===== src/rtl/mem_ctrl_arb.sv =====
// Byte-serial memory controller: arbitrates fetch and load/store onto one byte-wide RAM port,
// issuing one byte per cycle and collecting read bytes after a fixed RAM latency.
module mem_ctrl_arb #(
  parameter int ADDR_W  = 32,
  parameter int DATA_W  = 32,
  parameter int RAM_LAT = 1
) (
  input  logic              clk,
  input  logic              rst,
  input  logic              flush,
  input  logic [7:0]        ram_din,
  output logic [7:0]        ram_dout,
  output logic [ADDR_W-1:0] ram_addr,
  output logic              ram_wr,
  input  logic              inst_req,
  input  logic [ADDR_W-1:0] inst_addr,
  output logic              inst_ready,
  output logic              inst_valid,
  output logic [DATA_W-1:0] inst_data,
  output logic [ADDR_W-1:0] inst_addr_o,
  input  logic              data_req,
  input  logic              data_we,
  input  logic [ADDR_W-1:0] data_addr,
  input  logic [DATA_W-1:0] data_wdata,
  input  logic [1:0]        data_size,
  output logic              data_ready,
  output logic              data_valid,
  output logic [DATA_W-1:0] data_rdata,
  output logic              busy
);

  localparam int NB = DATA_W / 8;
  localparam int CW = 4;
  localparam logic [1:0]    MAX_SZ    = (DATA_W == 64) ? 2'd3 : 2'd2;
  localparam logic [CW-1:0] LAST_INST = CW'(NB - 1);

  typedef enum logic [1:0] {IDLE = 2'd0, ISSUE = 2'd1, DRAIN = 2'd2, DONE = 2'd3} state_t;

  state_t              state_q, state_d;
  logic [ADDR_W-1:0]   addr_q, addr_d;
  logic [DATA_W-1:0]   wdata_q, wdata_d;
  logic                we_q, we_d;
  logic                is_inst_q, is_inst_d;
  logic [CW-1:0]       last_q, last_d;
  logic [CW-1:0]       idx_q, idx_d;
  logic [CW-1:0]       cap_q, cap_d;
  logic [RAM_LAT-1:0]  tag_q, tag_d;
  logic [DATA_W-1:0]   rbuf_q, rbuf_d;
  logic [ADDR_W-1:0]   ram_addr_q, ram_addr_d;
  logic [7:0]          ram_dout_q, ram_dout_d;
  logic                ram_wr_q, ram_wr_d;
  logic                inst_valid_q, inst_valid_d;
  logic                data_valid_q, data_valid_d;
  logic [DATA_W-1:0]   inst_data_q, inst_data_d;
  logic [DATA_W-1:0]   data_rdata_q, data_rdata_d;
  logic [ADDR_W-1:0]   inst_addr_o_q, inst_addr_o_d;
  logic                busy_q, busy_d;

  logic                accept_data_s, accept_inst_s, issue_rd_s, cap_s, abort_s;
  logic [1:0]          sz_s;

  // Next-state, RAM-side sequencing and read-byte collection
  always_comb begin
    state_d       = state_q;
    addr_d        = addr_q;
    wdata_d       = wdata_q;
    we_d          = we_q;
    is_inst_d     = is_inst_q;
    last_d        = last_q;
    idx_d         = idx_q;
    ram_addr_d    = ram_addr_q;
    ram_dout_d    = ram_dout_q;
    ram_wr_d      = 1'b0;
    inst_valid_d  = 1'b0;
    data_valid_d  = 1'b0;
    inst_data_d   = inst_data_q;
    data_rdata_d  = data_rdata_q;
    inst_addr_o_d = inst_addr_o_q;

    accept_data_s = (state_q == IDLE) && data_req;
    accept_inst_s = (state_q == IDLE) && !data_req && inst_req && !flush;
    issue_rd_s    = (state_q == ISSUE) && !we_q;
    cap_s         = tag_q[RAM_LAT-1];
    abort_s       = is_inst_q && flush && (state_q != IDLE);
    sz_s          = (data_size > MAX_SZ) ? MAX_SZ : data_size;

    // each issued read byte travels RAM_LAT cycles before it is captured
    tag_d = (tag_q << 1'b1) | RAM_LAT'(issue_rd_s);
    cap_d = cap_s ? cap_q + CW'(1) : cap_q;
    for (int b = 0; b < NB; b++) begin
      rbuf_d[8*b +: 8] = (cap_s && (cap_q == CW'(b))) ? ram_din : rbuf_q[8*b +: 8];
    end

    case (state_q)
      IDLE: begin
        if (accept_data_s) begin
          state_d    = ISSUE;
          addr_d     = data_addr;
          wdata_d    = data_wdata;
          we_d       = data_we;
          is_inst_d  = 1'b0;
          last_d     = (CW'(1) << sz_s) - CW'(1);
          idx_d      = '0;
          cap_d      = '0;
          rbuf_d     = '0;
          ram_addr_d = data_addr;
          ram_dout_d = data_wdata[7:0];
          ram_wr_d   = data_we;
        end else if (accept_inst_s) begin
          state_d    = ISSUE;
          addr_d     = inst_addr;
          we_d       = 1'b0;
          is_inst_d  = 1'b1;
          last_d     = LAST_INST;
          idx_d      = '0;
          cap_d      = '0;
          rbuf_d     = '0;
          ram_addr_d = inst_addr;
        end else begin
          state_d = IDLE;
        end
      end
      ISSUE: begin
        if (idx_q == last_q) begin
          // stores need no latency wait
          state_d      = we_q ? DONE : DRAIN;
          data_valid_d = we_q;
        end else begin
          idx_d      = idx_q + CW'(1);
          ram_addr_d = ram_addr_q + ADDR_W'(1);
          ram_dout_d = 8'(wdata_q >> {idx_q + CW'(1), 3'b000});
          ram_wr_d   = we_q;
        end
      end
      DRAIN: begin
        if (cap_s && (cap_q == last_q)) begin
          state_d = DONE;
          if (is_inst_q) begin
            inst_valid_d  = 1'b1;
            inst_data_d   = rbuf_d;
            inst_addr_o_d = addr_q;
          end else begin
            data_valid_d = 1'b1;
            data_rdata_d = rbuf_d;
          end
        end else begin
          state_d = DRAIN;
        end
      end
      DONE:    state_d = IDLE;
      default: state_d = IDLE;
    endcase

    // a mispredicted fetch is dropped together with any bytes still in flight
    if (abort_s) begin
      state_d       = IDLE;
      tag_d         = '0;
      cap_d         = '0;
      inst_valid_d  = 1'b0;
      inst_data_d   = inst_data_q;
      inst_addr_o_d = inst_addr_o_q;
    end else begin
      tag_d = tag_d;
    end

    busy_d = (state_d != IDLE);
  end

  // State and output registers
  always_ff @(posedge clk or posedge rst) begin
    if (rst) begin
      state_q       <= IDLE;
      addr_q        <= '0;
      wdata_q       <= '0;
      we_q          <= 1'b0;
      is_inst_q     <= 1'b0;
      last_q        <= '0;
      idx_q         <= '0;
      cap_q         <= '0;
      tag_q         <= '0;
      rbuf_q        <= '0;
      ram_addr_q    <= '0;
      ram_dout_q    <= '0;
      ram_wr_q      <= 1'b0;
      inst_valid_q  <= 1'b0;
      data_valid_q  <= 1'b0;
      inst_data_q   <= '0;
      data_rdata_q  <= '0;
      inst_addr_o_q <= '0;
      busy_q        <= 1'b0;
    end else begin
      state_q       <= state_d;
      addr_q        <= addr_d;
      wdata_q       <= wdata_d;
      we_q          <= we_d;
      is_inst_q     <= is_inst_d;
      last_q        <= last_d;
      idx_q         <= idx_d;
      cap_q         <= cap_d;
      tag_q         <= tag_d;
      rbuf_q        <= rbuf_d;
      ram_addr_q    <= ram_addr_d;
      ram_dout_q    <= ram_dout_d;
      ram_wr_q      <= ram_wr_d;
      inst_valid_q  <= inst_valid_d;
      data_valid_q  <= data_valid_d;
      inst_data_q   <= inst_data_d;
      data_rdata_q  <= data_rdata_d;
      inst_addr_o_q <= inst_addr_o_d;
      busy_q        <= busy_d;
    end
  end

  assign ram_addr    = ram_addr_q;
  assign ram_dout    = ram_dout_q;
  assign ram_wr      = ram_wr_q;
  assign inst_valid  = inst_valid_q & ~flush;
  assign inst_data   = inst_data_q;
  assign inst_addr_o = inst_addr_o_q;
  assign data_valid  = data_valid_q;
  assign data_rdata  = data_rdata_q;
  assign busy        = busy_q;
  // ready is held low while reset is asserted so every output reads 0
  assign data_ready  = (state_q == IDLE) & ~rst;
  assign inst_ready  = (state_q == IDLE) & ~data_req & ~flush & ~rst;

endmodule


===== config.mk =====
export PLATFORM = sky130hd
export DESIGN_NAME = mem_ctrl_arb
export DESIGN_NICKNAME = d
export VERILOG_FILES = /design/src/rtl/mem_ctrl_arb.sv
export SDC_FILE = /design/constraint.sdc
export NUM_CORES = 1
export LEC_CHECK = 0
export BUFFER_PORTS_ARGS = -buffer_cell sky130_fd_sc_hd__buf_2
export CAP_MARGIN = 15
export CORE_AREA = 5 5 161 163
export CTS_CLUSTER_SIZE = 30
export DETAILED_ROUTE_END_ITERATION = 6
export DIE_AREA = 0 0 166 168
export PLACE_DENSITY = 0.85
export SYNTH_ARGS = -nofsm -noshare
export SYNTH_HDL_FRONTEND = slang
export SYNTH_SLANG_ARGS = --single-unit

===== constraint.sdc =====
create_clock -name clk -period 6.4 [get_ports clk]
set_input_delay 0 -clock clk [delete_from_list [all_inputs] [get_ports clk]]
set_output_delay 0 -clock clk [all_outputs]
set_load 0.05 [all_outputs]

After elaboration in Yosys (flattened, before gate mapping). Cells that the tools add are included.

Add/sub/neg operators: 4. Multipliers: 0. Div/mod/pow operators: 0. Order comparisons: 1. Equal/unequal tests: 11. Shift-type cells: 2. Multiplexer cells: 49. Bitwise logic cells: 10. Reductions and logical operators: 27.

Operator list (number): $mux 32 (6); $pmux 32 s2 (1); $mux 8 (6); $mux 4 (10); $add 32x1->32 const B (1); $shr 32x7->8 (1); $mux 1 (18); $pmux 8 s2 (1); $logic_and 1x1->1 (12); $reduce_and 3->1 (3); $add 4x1->4 const B (2); $eq 4x2->1 const B (2); $eq 4x4->1 (2); $pmux 2 s4 (1); $pmux 4 s2 (1); $reduce_bool 2->1 (4); $mux 2 (3); $and 1x1->1 (5); $not 1->1 (5); $eq 2x2->1 const B (2); $eq 4x1->1 const B (1); $logic_not 4->1 (1); $ne 2x2->1 const B (2); $pmux 1 s2 (2); other kinds (9) (12).

Register bits: 253. Latch bits: 0. Bits in writable memories: 0. Memory bits (read-only): 0. Bits of input ports: 112. Output and inout bits: 142. Word-level logic and storage cells: 123. Memories: 0.

Longest topological paths before layout.
Word-level depth: 9. Depth in mapped cells: 10. Mapped depth without buffers: 7.

Worst setup path after synthesis. Ideal clock, no wire load.

Path type: reg-to-reg. Start point: reg ram_addr_q[2] (netlist: ram_addr[2]). End point: reg ram_addr_q[18] (netlist: ram_addr[18]). Setup time: 0.142 ns. Arrival time: 2.104 ns. Data required time: 6.258 ns. Setup slack: 4.153 ns. Cell stages (with the launch flop): 8. Buffers on the path: 2. Clock period less this slack: 2.247 ns. Cell sequence: dfrtp_1 buf_2 and4_1 buf_4 nand4_2 nor4b_1 mux2i_1 o221ai_1.

Longest elaborated chain between the ends: 3.

Ends and longest elaborated chain: from (decl) (RTL line 49) `logic [ADDR_W-1:0] ram_addr_q, ram_addr_d;`; from (signal assigned) (RTL line 202) `ram_addr_q <= ram_addr_d;`; $add 32x1->32 (RTL line 130) `ram_addr_d = ram_addr_q + ADDR_W'(1);`; $mux 32 (RTL line 124) `if (idx_q == last_q) begin`; $pmux 32 s2 (RTL line 94) `case (state_q)`.

No other way between the ends. The select of a mux whose other input is x is not followed. A chain may end at the register's enable or synchronous reset.

Final worst setup path.
Start point: reg state_q[0]. End point: reg ram_addr_q[25] (netlist: ram_addr[25]).

Longest elaborated chain between the ends: 6. Elaborated cells on any way between the ends: 12. Those cells by class: eq/ne (3); mux (2); reduce/logical (7).

Ends and longest elaborated chain: from (decl) (RTL line 39) `state_t state_q, state_d;`; from (signal assigned) (RTL line 192) `state_q <= state_d;`; $logic_not 2->1 (RTL line 80, 81, 94); $logic_and 1x1->1 (3 in a row) (RTL line 81) `accept_inst_s = (state_q == IDLE) && !data_req && inst_req && !flush;`; $ne 3x3->1 (no line); $reduce_and 3->1 (no line).

Several ways; a longest one is shown, not always the timed one.

==> metrics.md <==
| Metric | Value |
|---|---|
| Worst-Skew Late Latency | around 0.54 ns |
| Cell area after synthesis | ~12000 um^2 |
| Synth top area cells | dfrtp_1, mux2_2, nand2_1 |
| Slew @ Worst Pin | between 1 and 1.5 ns |
| DPL Wire Length | around 22000 um |
| Final ANT Viol Nets | 0 |
| Synth unique cells | 67 |
| Pin count of the biggest net entering global routing | between 80 and 90 |
| # port buffers | approximately 250 |
| Main combinational cell family by area after synthesis | multiplexers |
| Final WL | between 30000 and 40000 um |
| Num rows | 57 |
| Minimum clock period | approximately 3.3 ns |
| Drt first pass iters | 5 |
| Non-Filler Instances | 1722 |
| Drt drc | 0 |
| Via/cell ratio | 5.621 |
| Area of the multi-input gates | around 5000 um^2 |
| Gpl congestion | approximately 0.86 |
| Number of flops mapped to enable cells by yosys | 0 |
| Layout cells sized above 1 | 0.3414 |
| Core area | 24180 um^2 |
| RSZ-0062 raised after global routing | no |
| WL/cell | 19.78 um |
| Gr ovfl total | 0 |
| Setup total negative slack | 0 ns |
| Area leader, netlist | dfrtp_1 |
| Top cell type's share of synthesized area | 0.5440 |
| Maximum VDD drop | 0.0002371 V |
| First-pass GRT wire length | between 50000 and 60000 um |
| Initial antenna violation count | 2 |
| Initial cell density of the core | 0.4814 |
| Setup-failing EPs final | 0 |
| Post-synthesis simple-gate area fraction | 0.1402 |
| Sequential fraction of the synthesis area | 0.5440 |
| CTS Buffer Depth | 3 |
| TritonCTS clock tree | built |
| DRT iter0 DRCs | 855 |
| Crit-path cells | inv_1, ha_1, and2_2, nand2_1, nand3_1, dlygate4sd3_1, a21oi_1, a211oi_1 |
| Placed Cells | 1555 |
| Crit path arrival time | 3.75 ns |
| Die height | between 150 and 200 um |
| Final Cycle Share | 0.5171 |
| Chip width | approximately 170 um |
| Crit-path leading delay family | simple AND/OR/NAND/NOR gates |
| Slowest cell on crit path | and2_2 |
| MaxCap Viol Count | 0 |
| Max Slew Vio Count | 0 |
| Max stage delay on crit path | roughly 0.89 ns |
| CTS resizes | 0 |
| IO Pins | approximately 250 |
| Worst-path fanout max | 46 |
| Fin. Hold Viols | 0 |
| Area fraction in compound gates after synthesis | 0.09536 |
| Clock Root Buffer | clkbuf_16 |
| Die area | between 20000 and 30000 um^2 |
| Post-synthesis instance total | roughly 1000 |
| Num CTS Buffers | 28 |
| Power Dens Cells | approximately 450 nW/um^2 |
| Status | completed |
| Sequential Area | 6331 um^2 |
| Worst Skew | 0.02036 ns |
| All-Layer GR Usage | 0.2397 |
| Post-CTS Setup Repair Bufs | 0 |
| Clock transition at the registers of the reported paths | 0.06 ns |
| Seq cells post-synth | 253 |
| Routed vias | just under 10000 |
| Synth async-reset ratio | 1.000 |
| Relative slew margins | 0.2868 |
| H-tree levels | 1 |
| Layout area overhead | 30.89% |
| Post-Synth Adder-Cell Area | 0.01075 |
| Most frequent cells in the layout | dfrtp_1, buf_2, nand2_1 |
| Sink Count | around 250 |
| Critical path type | reg2reg |
| Total power | 6.843 mW |
| Nets | between 1000 and 1500 |
| Ys Warns | 0 |
| Hold crit path type | in2reg |
| Syn Nets | roughly 1200 |
| Mux cell area share after synthesis | 0.1713 |
| Leakage | 7.602 nW |
| Cts hold-fix bufs | ~110 |
| CP Buf/Inv Count | 2 |
| Synth Flop Type | dfrtp_1 |
| Crit. End Element | flop |
| Max Freq | approximately 300 MHz |
| Synthesized area per cell | about 11 um^2 |
| Startpoint Class | flop |
| Post-Synth XOR/XNOR Area | 0.009568 |
| Required time at the worst-slack endpoint | ~6.8 ns |
| FILL cells | 1798 |
| Number of global-route vias before repair | slightly above 10000 |
-- through the flow --
step / setup slack, ns / util / area (um^2) / hold slack (ns)
4_1_cts: 3.081 / 0.6285 / 15200 / 0.002627
5_1_grt: 2.837 / 0.6301 / 15230 / 0.09019
3_3_place_gp: 3.544 / 0.5424 / 13110 / 0.1516
3_5_place_dp: 3.352 / 0.5424 / 13110 / 0.1598
6_report: 3.091 / 0.6301 / 15230 / 0.05747
2_1_floorplan: 3.070 / - / 11640 / 0.1054
-- cell families (layout without fill, tap and decap cells) --
logic type | after synthesis | after routing
AND/OR/NAND/NOR | 345 | 345
adder cells (fa/ha/maj) | 10 | 10
XOR/XNOR | 11 | 11
flip-flops | 253 | 253
AO/OA/AOI/OAI | 167 | 167
multiplexers | 173 | 173
other | 0 | 1
buffers and inverters | 78 | 438
-- state kept, by name (all words and copies together), names as in the netlist, 8 cells and up --
name and cells:
inst_addr_o 32, rbuf_q 32, ram_dout 8, data_rdata 32
addr_q 32, wdata_q 32, inst_data 32, ram_addr 32
-- final timing paths --
path                                  to  slack [ns]  cells past startpoint     startpoint
min reg2reg                        cap_s        0.47                      1           we_q
max                         ram_addr[25]        3.09                      8     state_q[0]
min                         ram_addr[29]        0.06                      5  inst_addr[29]
min in group asynchronous  data_rdata[7]        0.15                      3            rst
max in group asynchronous      addr_q[7]        4.89                      4            rst
max reg2reg                 ram_addr[25]        3.09                      8     state_q[0]
-- layout make-up --
cell class | instances | area share
diodes | 1 | 0.0001643
clock buffers | 34 | 0.05150
clock inverters | 18 | 0.01166
inverters | 10 | 0.002710
multi-input cells | 706 | 0.3283
flip-flops and latches | 253 | 0.4156
well taps | 324 | 0.02661
repair buffers | 376 | 0.1634
-- Yosys cell counts, types with 10 or more instances --
| cell type | instances |
|---|---|
| a21oi_1 | 38 |
| and2_1 | 43 |
| and3_1 | 10 |
| buf_2 | 17 |
| clkbuf_1 | 41 |
| dfrtp_1 | 253 |
| ha_1 | 10 |
| mux2_2 | 129 |
| mux2i_1 | 36 |
| nand2_1 | 177 |
| nand3_1 | 21 |
| nor2_1 | 43 |
| o21a_1 | 14 |
| o21ai_0 | 39 |
| o22ai_1 | 12 |
-- power by group --
group	switching [mW]	internal, mW	total [mW]
logic	1.85	0.929	2.78
registers	0.380	2.04	2.42
clock network	0.677	0.962	1.64
-- per-layer routing --
metal  global-route usage  vias to the layer above  part of all wire
met2               0.4013                      465              0.49
met1               0.3134                     4750              0.41
li1                     -                     4334                 -
met5                    0                        -           0.00021
met3              0.03728                      128             0.061
met4               0.1004                        2             0.046
-- worst min-delay path, cell delays in order --
cell      delay (ns)
buf_2           0.10
nand2_1         0.08
nand3_1         0.13
o22ai_1         0.18
a311oi_1        0.07
(Power assumes the default switching activity.)
